==> src/rtl/spi_master_frame_collector_pkg.sv <==
// Shared types for the SPI master frame collector: FSM states, frame flags and the frame record.
package spi_master_frame_collector_pkg;

    typedef enum logic [2:0] {
        IDLE = 3'd0,
        CMD  = 3'd1,
        ADDR = 3'd2,
        DATA = 3'd3,
        TAIL = 3'd4,
        EMIT = 3'd5
    } state_e;

    localparam logic [1:0] FLAG_CMD   = 2'd0;
    localparam logic [1:0] FLAG_ADDR  = 2'd1;
    localparam logic [1:0] FLAG_DATA  = 2'd2;
    localparam logic [1:0] FLAG_ABORT = 2'd3;

    typedef struct packed {
        logic [31:0] cmd;
        logic [31:0] addr;
        logic [31:0] data;
        logic [31:0] bits;
        logic [1:0]  flag;
    } frame_s;

    // First field in CMD -> ADDR -> DATA order whose length is non-zero.
    function automatic state_e first_field(input logic cmd_nz, input logic addr_nz, input logic data_nz);
        if (cmd_nz) return CMD;
        if (addr_nz) return ADDR;
        if (data_nz) return DATA;
        return TAIL;
    endfunction

endpackage

==> src/rtl/spi_master_frame_collector_pin_sync.sv <==
// Synchronizes the three SPI pins into HCLK and derives SCLK/CSn edge strobes.
// With SPI_MASTER_FRAME_COLLECTOR_TIMEOUT_EN an SCLK falling strobe is also provided.
module spi_pin_sync #(
    parameter int SYNC_STAGES = 2
) (
    input  logic HCLK,
    input  logic HRESETn,
    input  logic i_sclk,
    input  logic i_csn,
    input  logic i_mosi,
    output logic o_sclk_rise,
    output logic o_csn_fall,
    output logic o_csn_rise,
    output logic o_mosi_s
`ifdef SPI_MASTER_FRAME_COLLECTOR_TIMEOUT_EN
    ,
    output logic o_sclk_fall
`endif
);

    logic [SYNC_STAGES-1:0] r_sclk_sync;
    logic [SYNC_STAGES-1:0] r_csn_sync;
    logic [SYNC_STAGES-1:0] r_mosi_sync;
    logic                   r_sclk_d;
    logic                   r_csn_d;

    // CSn chain resets to its idle level so leaving reset never fakes a chip-select edge.
    always_ff @(posedge HCLK) begin
        if (!HRESETn) begin
            r_sclk_sync <= '0;
            r_csn_sync  <= '1;
            r_mosi_sync <= '0;
            r_sclk_d    <= 1'b0;
            r_csn_d     <= 1'b1;
        end else begin
            r_sclk_sync <= {r_sclk_sync[SYNC_STAGES-2:0], i_sclk};
            r_csn_sync  <= {r_csn_sync[SYNC_STAGES-2:0], i_csn};
            r_mosi_sync <= {r_mosi_sync[SYNC_STAGES-2:0], i_mosi};
            r_sclk_d    <= r_sclk_sync[SYNC_STAGES-1];
            r_csn_d     <= r_csn_sync[SYNC_STAGES-1];
        end
    end

    assign o_sclk_rise = r_sclk_sync[SYNC_STAGES-1] & ~r_sclk_d;
    assign o_csn_fall  = ~r_csn_sync[SYNC_STAGES-1] & r_csn_d;
    assign o_csn_rise  = r_csn_sync[SYNC_STAGES-1] & ~r_csn_d;
    assign o_mosi_s    = r_mosi_sync[SYNC_STAGES-1];
`ifdef SPI_MASTER_FRAME_COLLECTOR_TIMEOUT_EN
    assign o_sclk_fall = ~r_sclk_sync[SYNC_STAGES-1] & r_sclk_d;
`endif

endmodule

==> src/rtl/spi_master_frame_collector.sv <==
// Passive SPI master pad monitor: rebuilds each CSn-bounded transfer into a cmd/addr/data frame.
// Optional SCLK-idle abort enabled by SPI_MASTER_FRAME_COLLECTOR_TIMEOUT_EN.
module spi_master_frame_collector
    import spi_master_frame_collector_pkg::*;
#(
    parameter int SYNC_STAGES = 2,
    parameter int MAX_FIELD_W = 32
`ifdef SPI_MASTER_FRAME_COLLECTOR_TIMEOUT_EN
    ,
    parameter int TIMEOUT_CYC = 1024
`endif
) (
    input  logic        HCLK,
    input  logic        HRESETn,
    input  logic        spi_sclk,
    input  logic        spi_csn,
    input  logic        spi_mosi,
    input  logic [5:0]  cfg_cmd_len,
    input  logic [5:0]  cfg_addr_len,
    input  logic [15:0] cfg_data_len,
    output logic        frm_valid,
    input  logic        frm_ready,
    output logic [31:0] frm_cmd,
    output logic [31:0] frm_addr,
    output logic [31:0] frm_data,
    output logic [31:0] frm_bits,
    output logic [1:0]  frm_flag,
    output logic        overrun,
    output logic [2:0]  dbg_state
);

    logic w_sclk_rise, w_csn_fall, w_csn_rise, w_mosi;
    logic w_take, w_abort, w_timeout;
    logic w_cmd_nz, w_addr_nz, w_data_nz;
    logic [15:0] w_next_len;
    state_e r_state, w_state_next;

    logic [5:0]             r_cmd_len, r_addr_len;
    logic [15:0]            r_data_len;
    logic [15:0]            r_cnt;
    logic [MAX_FIELD_W-1:0] r_cmd, r_addr, r_data;
    logic [31:0]            r_bits;
    logic                   r_abort;
    frame_s                 r_out;
    logic                   r_valid, r_overrun;

    spi_pin_sync #(.SYNC_STAGES(SYNC_STAGES)) u_pin_sync (
        .HCLK        (HCLK),
        .HRESETn     (HRESETn),
        .i_sclk      (spi_sclk),
        .i_csn       (spi_csn),
        .i_mosi      (spi_mosi),
        .o_sclk_rise (w_sclk_rise),
        .o_csn_fall  (w_csn_fall),
        .o_csn_rise  (w_csn_rise),
        .o_mosi_s    (w_mosi)
`ifdef SPI_MASTER_FRAME_COLLECTOR_TIMEOUT_EN
        ,
        .o_sclk_fall (w_sclk_fall)
`endif
    );

`ifdef SPI_MASTER_FRAME_COLLECTOR_TIMEOUT_EN
    localparam int TO_W = $clog2(TIMEOUT_CYC + 1);
    logic            w_sclk_fall;
    logic [TO_W-1:0] r_to_cnt;

    always_ff @(posedge HCLK) begin
        if (!HRESETn || r_state == IDLE || r_state == EMIT || w_sclk_rise || w_sclk_fall) begin
            r_to_cnt <= '0;
        end else begin
            r_to_cnt <= r_to_cnt + 1'b1;
        end
    end

    assign w_timeout = (r_to_cnt == TO_W'(TIMEOUT_CYC - 1)) && !w_sclk_rise && !w_sclk_fall;
`else
    assign w_timeout = 1'b0;
`endif

    // In IDLE the lengths come straight from cfg_*; afterwards only the copies latched at CSn fall count.
    always_comb begin
        w_cmd_nz   = (r_state == IDLE) ? (cfg_cmd_len != '0)  : (r_cmd_len != '0);
        w_addr_nz  = (r_state == IDLE) ? (cfg_addr_len != '0) : (r_addr_len != '0);
        w_data_nz  = (r_state == IDLE) ? (cfg_data_len != '0) : (r_data_len != '0);
        w_next_len = '0;
        case (w_state_next)
            CMD:     w_next_len = (r_state == IDLE) ? 16'(cfg_cmd_len)  : 16'(r_cmd_len);
            ADDR:    w_next_len = (r_state == IDLE) ? 16'(cfg_addr_len) : 16'(r_addr_len);
            DATA:    w_next_len = (r_state == IDLE) ? cfg_data_len      : r_data_len;
            default: w_next_len = '0;
        endcase
    end

    always_comb begin
        w_state_next = r_state;
        w_take       = 1'b0;
        w_abort      = 1'b0;
        case (r_state)
            IDLE: begin
                if (w_csn_fall) w_state_next = first_field(w_cmd_nz, w_addr_nz, w_data_nz);
            end
            CMD, ADDR, DATA: begin
                if (w_csn_rise || w_timeout) begin
                    w_state_next = EMIT;
                    w_abort      = 1'b1;
                end else if (w_sclk_rise) begin
                    w_take = 1'b1;
                    if (r_cnt == 16'd1) begin
                        case (r_state)
                            CMD:     w_state_next = first_field(1'b0, w_addr_nz, w_data_nz);
                            ADDR:    w_state_next = first_field(1'b0, 1'b0, w_data_nz);
                            default: w_state_next = TAIL;
                        endcase
                    end
                end
            end
            TAIL: begin
                if (w_csn_rise || w_timeout) begin
                    w_state_next = EMIT;
                    w_abort      = w_timeout;
                end else if (w_sclk_rise) begin
                    w_take = 1'b1;
                end
            end
            default: w_state_next = IDLE;
        endcase
    end

    always_ff @(posedge HCLK) begin
        if (!HRESETn) r_state <= IDLE;
        else          r_state <= w_state_next;
    end

    always_ff @(posedge HCLK) begin
        if (!HRESETn) begin
            r_cmd_len  <= '0;
            r_addr_len <= '0;
            r_data_len <= '0;
            r_cnt      <= '0;
            r_cmd      <= '0;
            r_addr     <= '0;
            r_data     <= '0;
            r_bits     <= '0;
            r_abort    <= 1'b0;
            r_out      <= '0;
            r_valid    <= 1'b0;
            r_overrun  <= 1'b0;
        end else begin
            if (r_state == IDLE && w_csn_fall) begin
                r_cmd_len  <= cfg_cmd_len;
                r_addr_len <= cfg_addr_len;
                r_data_len <= cfg_data_len;
                r_cmd      <= '0;
                r_addr     <= '0;
                r_data     <= '0;
                r_bits     <= '0;
                r_abort    <= 1'b0;
            end
            if (w_take) begin
                r_bits <= r_bits + 32'd1;
                case (r_state)
                    CMD:     r_cmd  <= {r_cmd[MAX_FIELD_W-2:0], w_mosi};
                    ADDR:    r_addr <= {r_addr[MAX_FIELD_W-2:0], w_mosi};
                    DATA:    r_data <= {r_data[MAX_FIELD_W-2:0], w_mosi};
                    default: ;
                endcase
            end
            if (w_state_next != r_state && w_state_next inside {CMD, ADDR, DATA}) begin
                r_cnt <= w_next_len;
            end else if (w_take && r_state != TAIL) begin
                r_cnt <= r_cnt - 16'd1;
            end
            if (w_state_next == EMIT) r_abort <= w_abort;

            // A transfer in the same cycle frees the slot, so the new frame replaces it without overrun.
            if (r_state == EMIT) begin
                if (!r_valid || frm_ready) begin
                    r_out.cmd  <= 32'(r_cmd);
                    r_out.addr <= 32'(r_addr);
                    r_out.data <= 32'(r_data);
                    r_out.bits <= r_bits;
                    r_out.flag <= r_abort            ? FLAG_ABORT :
                                  (r_data_len != '0) ? FLAG_DATA  :
                                  (r_addr_len != '0) ? FLAG_ADDR  : FLAG_CMD;
                    r_valid    <= 1'b1;
                end else begin
                    r_overrun  <= 1'b1;
                end
            end else if (r_valid && frm_ready) begin
                r_valid <= 1'b0;
            end
        end
    end

    assign frm_valid = r_valid;
    assign frm_cmd   = r_out.cmd;
    assign frm_addr  = r_out.addr;
    assign frm_data  = r_out.data;
    assign frm_bits  = r_out.bits;
    assign frm_flag  = r_out.flag;
    assign overrun   = r_overrun;
    assign dbg_state = r_state;

endmodule

==> config.mk <==
export PLATFORM = sky130hd
export DESIGN_NAME = spi_master_frame_collector
export DESIGN_NICKNAME = d
export VERILOG_FILES = /design/src/rtl/spi_master_frame_collector_pkg.sv /design/src/rtl/spi_master_frame_collector_pin_sync.sv /design/src/rtl/spi_master_frame_collector.sv
export SDC_FILE = /design/constraint.sdc
export NUM_CORES = 1
export LEC_CHECK = 0
export ABC_AREA = 1
export BUFFER_PORTS_ARGS = -buffer_cell sky130_fd_sc_hd__buf_2
export CORE_UTILIZATION = 62
export CTS_CLUSTER_DIAMETER = 150
export DETAILED_ROUTE_END_ITERATION = 8
export HOLD_SLACK_MARGIN = 0.05
export PLACE_DENSITY_LB_ADDON = 0.2
export REMOVE_ABC_BUFFERS = 1
export SLEW_MARGIN = 20
export SYNTH_ARGS = -nofsm -noshare
export SYNTH_HDL_FRONTEND = slang
export SYNTH_SLANG_ARGS = --single-unit
==> constraint.sdc <==
create_clock -name HCLK -period 3.1 [get_ports HCLK]
set_input_delay 0.62 -clock HCLK [delete_from_list [all_inputs] [get_ports HCLK]]
set_output_delay 0.62 -clock HCLK [all_outputs]
set_load 0.005 [all_outputs]
==> qor.csv, run 1 <==
metric;value;unit
yosys.area.top_type_share;49.0;%
ioPinCount;169;
cts.reportedPaths.clkPinSlew;0.06;ns
core;20300;um2
start_kind;register;
status;finished, final reports clean;
synthTopCellsByArea;dfxtp_1, o21ai_0, nor2_1;
r2r_cells;17;
drv_slew;0;
cp_cell_sequence;nor2_4 > nand2_4 > inv_4 > nand2_1 > nand2_2 > nand3_1 > nand2_1 > a21oi_2 > nand2_4 > nand2_1 > clkinv_1 > nand2_1 > nand3_1 > nand2_1 > nand3_1 > nand2_1 > inv_1;
yosys_warnings;0;
grt_antenna_before_repair;2;
vias_per_cell;5.55;
fin_crit_sh;88.0;%
wl_per_cell;14.4;um
die_h;146;um
fin_crit;2.73;ns
finalWirelength;31300;um
leakage;0.00628;uW
maxCapViolCount;0;
drive_above_1_share;14.2;%
cp_max_fo;21;
rsz0062_at_grt;false;
synth_cells;1777;
drcViolationCount;0;
initial_utilization;63.6;%
clk_latency;0.51;ns
cts_buffers;34;
finalSetupViolations;0;
hold_buffers;0;
gp_congestion;0.896;
syn_area_per_cell;7.27;um2
arrival;3.13;ns
fmax;367;MHz
critical_path_class;register to register;
slowest_stage;dfxtp_1;
fillers;1636;
setup_tns;0;ns
first_iter_violations;845;
critical_path.top_delay_family;simple AND/OR/NAND/NOR gates;
area_delta_synth_final;16.0;%
grt_pass1_vias;11100;
cts_max_level;2;
cts_tree;yes;
hpwl;20000;um
cp.required;3.50;ns
max_stage_delay;0.56;ns
grt_max_degree;140;
setup_ws;0.373;ns
first_pass_iters;7;
ys_seq_elements;316;
hold_path.class;input port to register;
grt_pass1_wl;52500;um
timing.final.hold_violations;0;
nets;1924;
grt.total_usage;29.2;%
vias;12100;
p_total;8710;uW
cp.depth;17;
final_util;73.8;%
cts_sinks;316;
preCtsSetupSlack;0.416;ns
ant_nets;0;
die-area;21400;um2
tightest_slew;1.01;ns
skew;0.0116;ns
cts.repair.resized;0;
p_per_area;581;nW/um2
port_buffers;168;
clockBufferDepth;3;
slew-limit-headroom;32.7;%
yosysTopAreaCell;dfxtp_1;
overflow;0;
ys_types;47;
syn_area;12900;um2
cts-root-buf;clkbuf_16;
end_kind;register;
cp_num_buf_inv;3;
rows;52;
die_w;146;um
cpMostUsedCell;nand2_1;
peakVddDrop;0.488;mV
ys_seq_area_share;49.0;%
post-cts-setup-buffers;0;
hold_depth;3;
==> where the power goes <==
group	switching (uW)	internal, uW	total [uW]
Clock	1610	2560	4170
Combinational	292	135	427
Sequential	24.7	4090	4120
Total	1930	6790	8710
==> final cells by class <==
class	instances	area [um2]	area share, %
Antenna cell	2	5.00	0.0334
Clock buffer	48	985	6.57
Clock inverter	11	184	1.23
Inverter	117	444	2.96
Multi-Input combinational cell	1236	5730	38.2
Sequential cell	316	6330	42.2
Tap cell	270	338	2.25
Timing Repair Buffer	182	977	6.52
==> registers in the layout, indices dropped and copies added (netlist names), 6 cells and up <==
signal / flops
frm_addr: 32
frm_bits: 32
frm_cmd: 32
frm_data: 32
r_addr: 32
r_bits: 32
r_cmd: 32
r_data: 32
r_cnt: 16
r_data_len: 16
r_addr_len: 6
r_cmd_len: 6
==> metrics by stage <==
stage	instances	hold WS [ns]	cell area, um2
floorplan	1669	0.390	12500
global placement	2121	0.393	13800
detailed placement	2121	0.401	13800
CTS	2180	0.280	15000
global route	2182	0.302	15000
finish	2182	0.291	15000
==> metal layers <==
layer  track usage (%)  wire, um
met4              11.4      1020
met1              38.0     13400
met3              5.03      1930
met5                 0         0
met2              48.4     14900
==> placed cells by master, fill, tap and decap left out, drive strengths merged, types with 3 or more instances in the layout <==
master | synthesis | final
clkinv | 4 | 10
bufinv | 0 | 4
xnor2 | 3 | 3
clkbuf | 99 | 48
nand3 | 45 | 45
mux2i | 3 | 3
buf | 9 | 182
or2 | 5 | 5
xor2 | 6 | 6
nand4 | 20 | 20
nor4 | 8 | 8
nor3 | 19 | 19
a21oi | 183 | 183
inv | 113 | 113
nor2 | 312 | 312
nand2 | 300 | 300
o21ai | 305 | 305
dfxtp | 316 | 316
a211oi | 9 | 9
ha | 3 | 3
==> synth_stat cells, drive strengths merged <==
| master | number |
|---|---|
| a21oi | 183 |
| nand4 | 20 |
| a311oi | 1 |
| buf | 9 |
| ha | 3 |
| a211oi | 9 |
| o311a | 1 |
| o21a | 1 |
| clkinv | 4 |
| clkbuf | 99 |
| a21o | 1 |
| a221oi | 2 |
| o32ai | 1 |
| nor3b | 1 |
| o221a | 1 |
| nor4 | 8 |
| xor2 | 6 |
| nor3 | 19 |
| xnor2 | 3 |
| dfxtp | 316 |
| a22oi | 2 |
| o21bai | 1 |
| or2 | 5 |
| mux2i | 3 |
| nand2 | 300 |
| o22ai | 1 |
| o21ai | 305 |
| nor2 | 312 |
| inv | 113 |
| nand3b | 1 |
| and2 | 1 |
| nand3 | 45 |
==> worst register-to-register path, stage by stage (launching register included) <==
cell and delay (ns):
dfxtp_1 0.56, nor2_4 0.10, nand2_4 0.23, inv_4 0.11, nand2_1 0.11, nand2_2 0.09
nand3_1 0.10, nand2_1 0.08, a21oi_2 0.20, nand2_4 0.11, nand2_1 0.14, clkinv_1 0.26
nand2_1 0.14, nand3_1 0.09, nand2_1 0.08, nand3_1 0.07, nand2_1 0.10, inv_1 0.05
==> cell families (layout without fill, tap and decap cells) <==
family          count (synthesis)  in the layout  synth area share [%]
fa+ha+maj                       3              3                 0.291
mux                             3              3                 0.232
simple gates                  712            712                  22.8
other cells                     0              2                     0
flops                         316            316                  49.0
buf+inv                       225            358                  6.79
xor+xnor                        9              9                 0.610
compound gates                509            509                  20.3
==> path summary, 6_finish.rpt <==
kind                               endpoint  slack [ns]                 startpoint
setup / recovery                   r_cnt[3]        0.37               dbg_state[0]
hold / removal    u_pin_sync.r_mosi_sync[0]        0.29                   spi_mosi
setup reg to reg                   r_cnt[3]        0.37               dbg_state[0]
hold reg to reg   u_pin_sync.r_sclk_sync[1]        0.41  u_pin_sync.r_sclk_sync[0]
Power figures use the tool's default switching activity.
==> run 2: changes to the inputs <==
Settings changed: ABC_CLOCK_PERIOD_IN_PS from default to 3100, PLACE_DENSITY from default to 0.95, PLACE_DENSITY_LB_ADDON 0.2 to default.
==> run 2 against run 1 <==
  * Combinational power up 0.9%
  * Sequential power about the same
  * Largest power group is now registers
  * Critical path depth down 2
  * Clock skew down 0.0027 ns
  * Hold slack worse by 0.043 ns
  * Design area down 0.16%
  * Wire length up 2.0%
  * Global-route usage up 0.24 points
  * Worst setup slack worse by 0.0051 ns
  * Register-to-register slack about the same
  * Via count up 0.58%
  * Flip-flop and latch count unchanged
==> qor.csv, run 2 (same netlist as run 1, synthesis figures left out) <==
metric;value;unit
post-cts-setup-buffers;0;
cts_buffers;31;
critical_path_class;register to register;
overflow;0;
grt_pass1_wl;52900;um
grt_pass1_vias;11100;
grt_max_degree;282;
swShare;22.3;%
rsz0062_at_grt;false;
fin_crit;2.73;ns
cp_cell_sequence;nor2_4 > nand2_4 > inv_4 > nand2_1 > nand2_2 > nand3_1 > nand2_1 > a21oi_2 > nand2_4 > nand2_1 > clkinv_1 > nand2_1 > nand2_1 > o21ai_0 > a21oi_1;
cp.required;3.52;ns
hpwl;20200;um
first_iter_violations;899;
finalSetupViolations;0;
cts-root-buf;clkbuf_16;
timing.rr.start;dbg_state[0];
cp_max_fo;26;
vias;12200;
port_buffers;168;
final_cell_mix;dfxtp_1, nor2_1, o21ai_0;
power_switching;1910;uW
area_delta_synth_final;15.8;%
fmax;366;MHz
drive_above_1_share;14.4;%
core;20300;um2
clockBufferDepth;3;
cpMostUsedCell;nand2_1;
die_h;146;um
finalHoldWorstSlack;0.248;ns
cts.repair.resized;0;
die-area;21400;um2
status;finished, final reports clean;
fin_crit_sh;88.1;%
initial_utilization;63.6;%
cp_num_buf_inv;2;
cts_max_level;1;
setup_tns;0;ns
die_w;146;um
arrival;3.15;ns
finalWirelength;31900;um
cts.reportedPaths.clkPinSlew;0.07;ns
timing.final.hold_violations;0;
nets;1924;
clk_latency;0.56;ns
leakage;0.00627;uW
p_clk_share;46.9;%
slew-limit-headroom;34.3;%
slowest_stage;dfxtp_1;
cp.depth;15;
pwr-share-seq;48.1;%
wl_per_cell;14.6;um
internal_power;6650;uW
fillers;1546;
p_comb_share;5.0;%
hold_buffers;0;
rows;52;
critical_path.top_delay_family;simple AND/OR/NAND/NOR gates;
grt.total_usage;29.4;%
drv_slew;0;
gp_congestion;0.872;
maxCapViolCount;0;
hold_path.class;input port to register;
final_common_cell;dfxtp_1;
max_stage_delay;0.56;ns
grt_antenna_before_repair;4;
tightest_slew;0.985;ns
skew;0.00889;ns
end_kind;register;
ant_nets;0;
drcViolationCount;0;
cts_sinks;316;
start_kind;register;
r2r_cells;15;
first_pass_iters;6;
critPathLaunch;dbg_state[0];
peakVddDrop;0.462;mV
vias_per_cell;5.57;
min_from;spi_csn;
final_util;73.7;%
cts_tree;yes;
p_per_area;572;nW/um2
ioPinCount;169;
hold_depth;2;
[run 2: changes by cell type in the layout (fill, tap and decap cells not counted), sizes merged]
cell / change
buf: +3
clkbuf: -5
inv: +1
bufinv: +1
clkinv: +1
diode: +1
clkinvlp: +1
[run 2: path summary, 6_finish.rpt]
check / end / slack, ns
setup / recovery: r_cnt[0] / 0.37
hold / removal: u_pin_sync.r_csn_sync[0] / 0.25
setup reg to reg: r_cnt[0] / 0.37
hold reg to reg: u_pin_sync.r_csn_sync[1] / 0.41
[run 2: cell type report]
cell class	count	area, um2	share of cell area, %
sequential	316	6330	42.3
multi-input combinational	1236	5730	38.3
timing repair buffer	185	1010	6.76
clock buffer	43	891	5.95
inverter	117	444	2.97
tap	270	338	2.26
clock inverter	15	216	1.45
antenna	3	7.51	0.0502
[run 2: per-stage QoR]
step                setup slack, ns  total power [uW]  instances  instance area, um2
finish                        0.368              8560       2185               15000
global route                  0.134              8820       2185               15000
CTS                           0.392              8590       2182               15000
detailed placement            0.363              4630       2124               13900
global placement              0.462              4620       2124               13900
floorplan                    -0.843              4470       1669               12500
[run 2: layer usage]
layer / part of all wire, % / track usage [%]
met1: 42 / 38.2
met5: 0.031 / 0
met4: 3.3 / 11.2
met2: 47 / 49.0
met3: 7.4 / 5.22
[run 2: power groups by stage]
stage / sequential (uW) / clock (uW) / combinational, uW
CTS: 4120 / 4050 / 425
global route: 4120 / 4220 / 485
finish: 4120 / 4010 / 431
global placement: 4210 / 0 / 417
detailed placement: 4210 / 0 / 420
floorplan: 4200 / 0 / 266
==> run 3: changes to the inputs <==
--- a/config.mk
+++ b/config.mk
@@ -9,4 +9,5 @@
 export ABC_CLOCK_PERIOD_IN_PS = 3100
 export BUFFER_PORTS_ARGS = -buffer_cell sky130_fd_sc_hd__buf_2
+export CORE_MARGIN = 5
 export CORE_UTILIZATION = 62
 export CTS_CLUSTER_DIAMETER = 150
@@ -18,3 +19,4 @@
 export SYNTH_ARGS = -nofsm -noshare
 export SYNTH_HDL_FRONTEND = slang
+export SYNTH_HIERARCHICAL = 1
 export SYNTH_SLANG_ARGS = --single-unit
==> constraint.sdc (replaced) <==
create_clock -name HCLK -period 3.1 [get_ports HCLK]
set_input_delay 0.155 -clock HCLK [delete_from_list [all_inputs] [get_ports HCLK]]
set_output_delay 0.155 -clock HCLK [all_outputs]
set_load 0.005 [all_outputs]
==> run 3 against run 2 <==
  * Sequential share of layout area decreased by 0.61 points
  * First-iteration DRC count increased by 52%
  * Worst setup slack got worse by 0.14 ns
  * Cell count increased by 1.0%
  * Clock power decreased by 3%
  * Wire length increased by 11%
  * Sequential power increased by 2%
  * Critical endpoint is now r_data_len[1]
==> qor.csv, run 3 <==
metric;value;unit
ant_nets;0;
status;finished, final reports clean;
ys_seq_area_share;49.2;%
initial_utilization;63.2;%
synth_ff_type;dfxtp_1;
cts_buffers;31;
fin_crit_sh;92.7;%
fin_crit;2.87;ns
area_delta_synth_final;18.1;%
cp_num_buf_inv;4;
cts_max_level;1;
async_reset_ff_share;0;%
port_buffers;168;
final_cell_mix;nor2_1, dfxtp_1, nand2_1;
p_per_area;590;nW/um2
drcViolationCount;0;
rsz0062_at_grt;false;
rows;52;
dp.cells;2119;
vias_per_cell;5.74;
grt_use_met2;49.7;%
cts_sinks;316;
yosys_warnings;6;
instances_no_fill;2207;
nets;1951;
cts_tree;yes;
clockBufferDepth;3;
maxCapViolCount;0;
clk_latency;0.55;ns
die_h;154;um
skew;0.0186;ns
grt-busiest-layer;met2;
max_stage_delay;0.87;ns
slowest_stage;buf_4;
critical_path.top_delay_family;buffers and inverters;
p_total;8960;uW
finalWirelength;35500;um
drv_slew;0;
grt_util_met1;36.3;%
first_pass_iters;7;
critPathLaunch;dbg_state[2];
overflow;0;
gp_congestion;0.955;
core;20400;um2
yosysTopAreaCell;dfxtp_1;
syn_area_per_cell;7.24;um2
fmax;348;MHz
grt_pass1_vias;12000;
slew-limit-headroom;28.0;%
grt.total_usage;28.5;%
grt_pass1_wl;58200;um
vias;12700;
synth_cells;1776;
yosys.area.top_type_share;49.2;%
yosysMostFrequentCell;nor2_1;
cts-root-buf;clkbuf_16;
peakVddDrop;0.491;mV
timing.rr.start;dbg_state[2];
hpwl;21800;um
synth_edf_count;0;
syn_area;12900;um2
wl_per_cell;16.1;um
timing.final.hold_violations;0;
grt_antenna_before_repair;0;
critical_path_class;register to register;
first_iter_violations;1364;
cts.reportedPaths.clkPinSlew;0.07;ns
end_kind;register;
cp_max_fo;97;
hold_path.class;input port to register;
antenna_cells;0;
die_w;154;um
grt_max_degree;130;
synthTopCellsByCount;nor2_1, dfxtp_1, nand2_1, o21ai_0, a21oi_1;
drive_above_1_share;14.1;%
cp_cell_sequence;inv_1 > nand2_4 > inv_2 > nand2_4 > buf_4 > buf_4 > nand2_1 > a21oi_1;
ioPinCount;169;
start_kind;register;
post-cts-setup-buffers;0;
cp.required;3.57;ns
tightest_slew;1.08;ns
leakage;0.00616;uW
finalSetupViolations;0;
final_common_cell;nor2_1;
die-area;23700;um2
arrival;3.34;ns
ys_types;39;
ys_seq_elements;316;
met3_usage;3.85;%
synthTopCellsByArea;dfxtp_1, o21ai_0, nor2_1;
min_from;HRESETn;
run 3: per-stage QoR:
stage | setup TNS (ns) | cell area [um2] | utilization, % | hold slack (ns) | setup slack (ns)
2_1_floorplan | -379.57 | 12400 | - | 0.224 | -2.89
3_3_place_gp | 0 | 13800 | 67.8 | 0.348 | 0.308
3_5_place_dp | 0 | 13800 | 67.8 | 0.350 | 0.222
4_1_cts | 0 | 15200 | 74.5 | 0.0851 | 0.185
5_1_grt | 0 | 15200 | 74.6 | 0.141 | 0.0762
6_report | 0 | 15200 | 74.6 | 0.124 | 0.226
run 3: logic make-up (layout without fill, tap and decap cells):
group | Yosys count | count (layout) | share of synthesized area, %
AOI/OAI and AO/OA | 494 | 494 | 19.8
xor gates and xnor gates | 12 | 12 | 0.817
adders and majority gates | 3 | 3 | 0.292
buffers and inverters | 206 | 367 | 6.26
DFF | 316 | 316 | 49.2
and+or+nand+nor | 745 | 745 | 23.6
run 3: area by class of cell:
type	instances	area [um2]
fillers	1401	5170
inverters	93	357
well taps	270	338
flip-flops and latches	316	6330
multi-input cells	1254	5760
clock inverters	14	186
clock buffers	42	877
repair buffers	218	1340
run 3: final timing paths:
kind / endpoint / slack, ns / cells past startpoint
worst max-delay path: r_data_len[1] / 0.23 / 8
worst min-delay path: u_pin_sync/r_csn_sync[0] / 0.12 / 2
worst max register to register: r_data_len[1] / 0.23 / 8
worst min register to register: u_pin_sync/r_csn_sync[1] / 0.41 / 2
run 3: power by group:
group	switching, uW	internal, uW	total (uW)
clock network	1580	2310	3890
registers	65.8	4140	4200
logic	563	306	869
run 3: what timing repair did:
item                                    CTS  global route
endpoints found under the setup margin    0            11
gates resized for setup                   0             3
hold buffers                             32             0
endpoints found under the hold margin    33             0
run 3: worst reg2reg max path, cell delays in order, from the launching register on:
cell     delay [ns]
dfxtp_1        0.44
inv_1          0.17
nand2_4        0.16
inv_2          0.14
nand2_4        0.09
buf_4          0.47
buf_4          0.87
nand2_1        0.24
a21oi_1        0.23
run 3: per-layer routing:
metal	share of wire, %	vias to the layer above
met5	0	-
met4	2.9	0
met3	7.3	94
met2	50	589
met1	40	5866
li1	-	6111
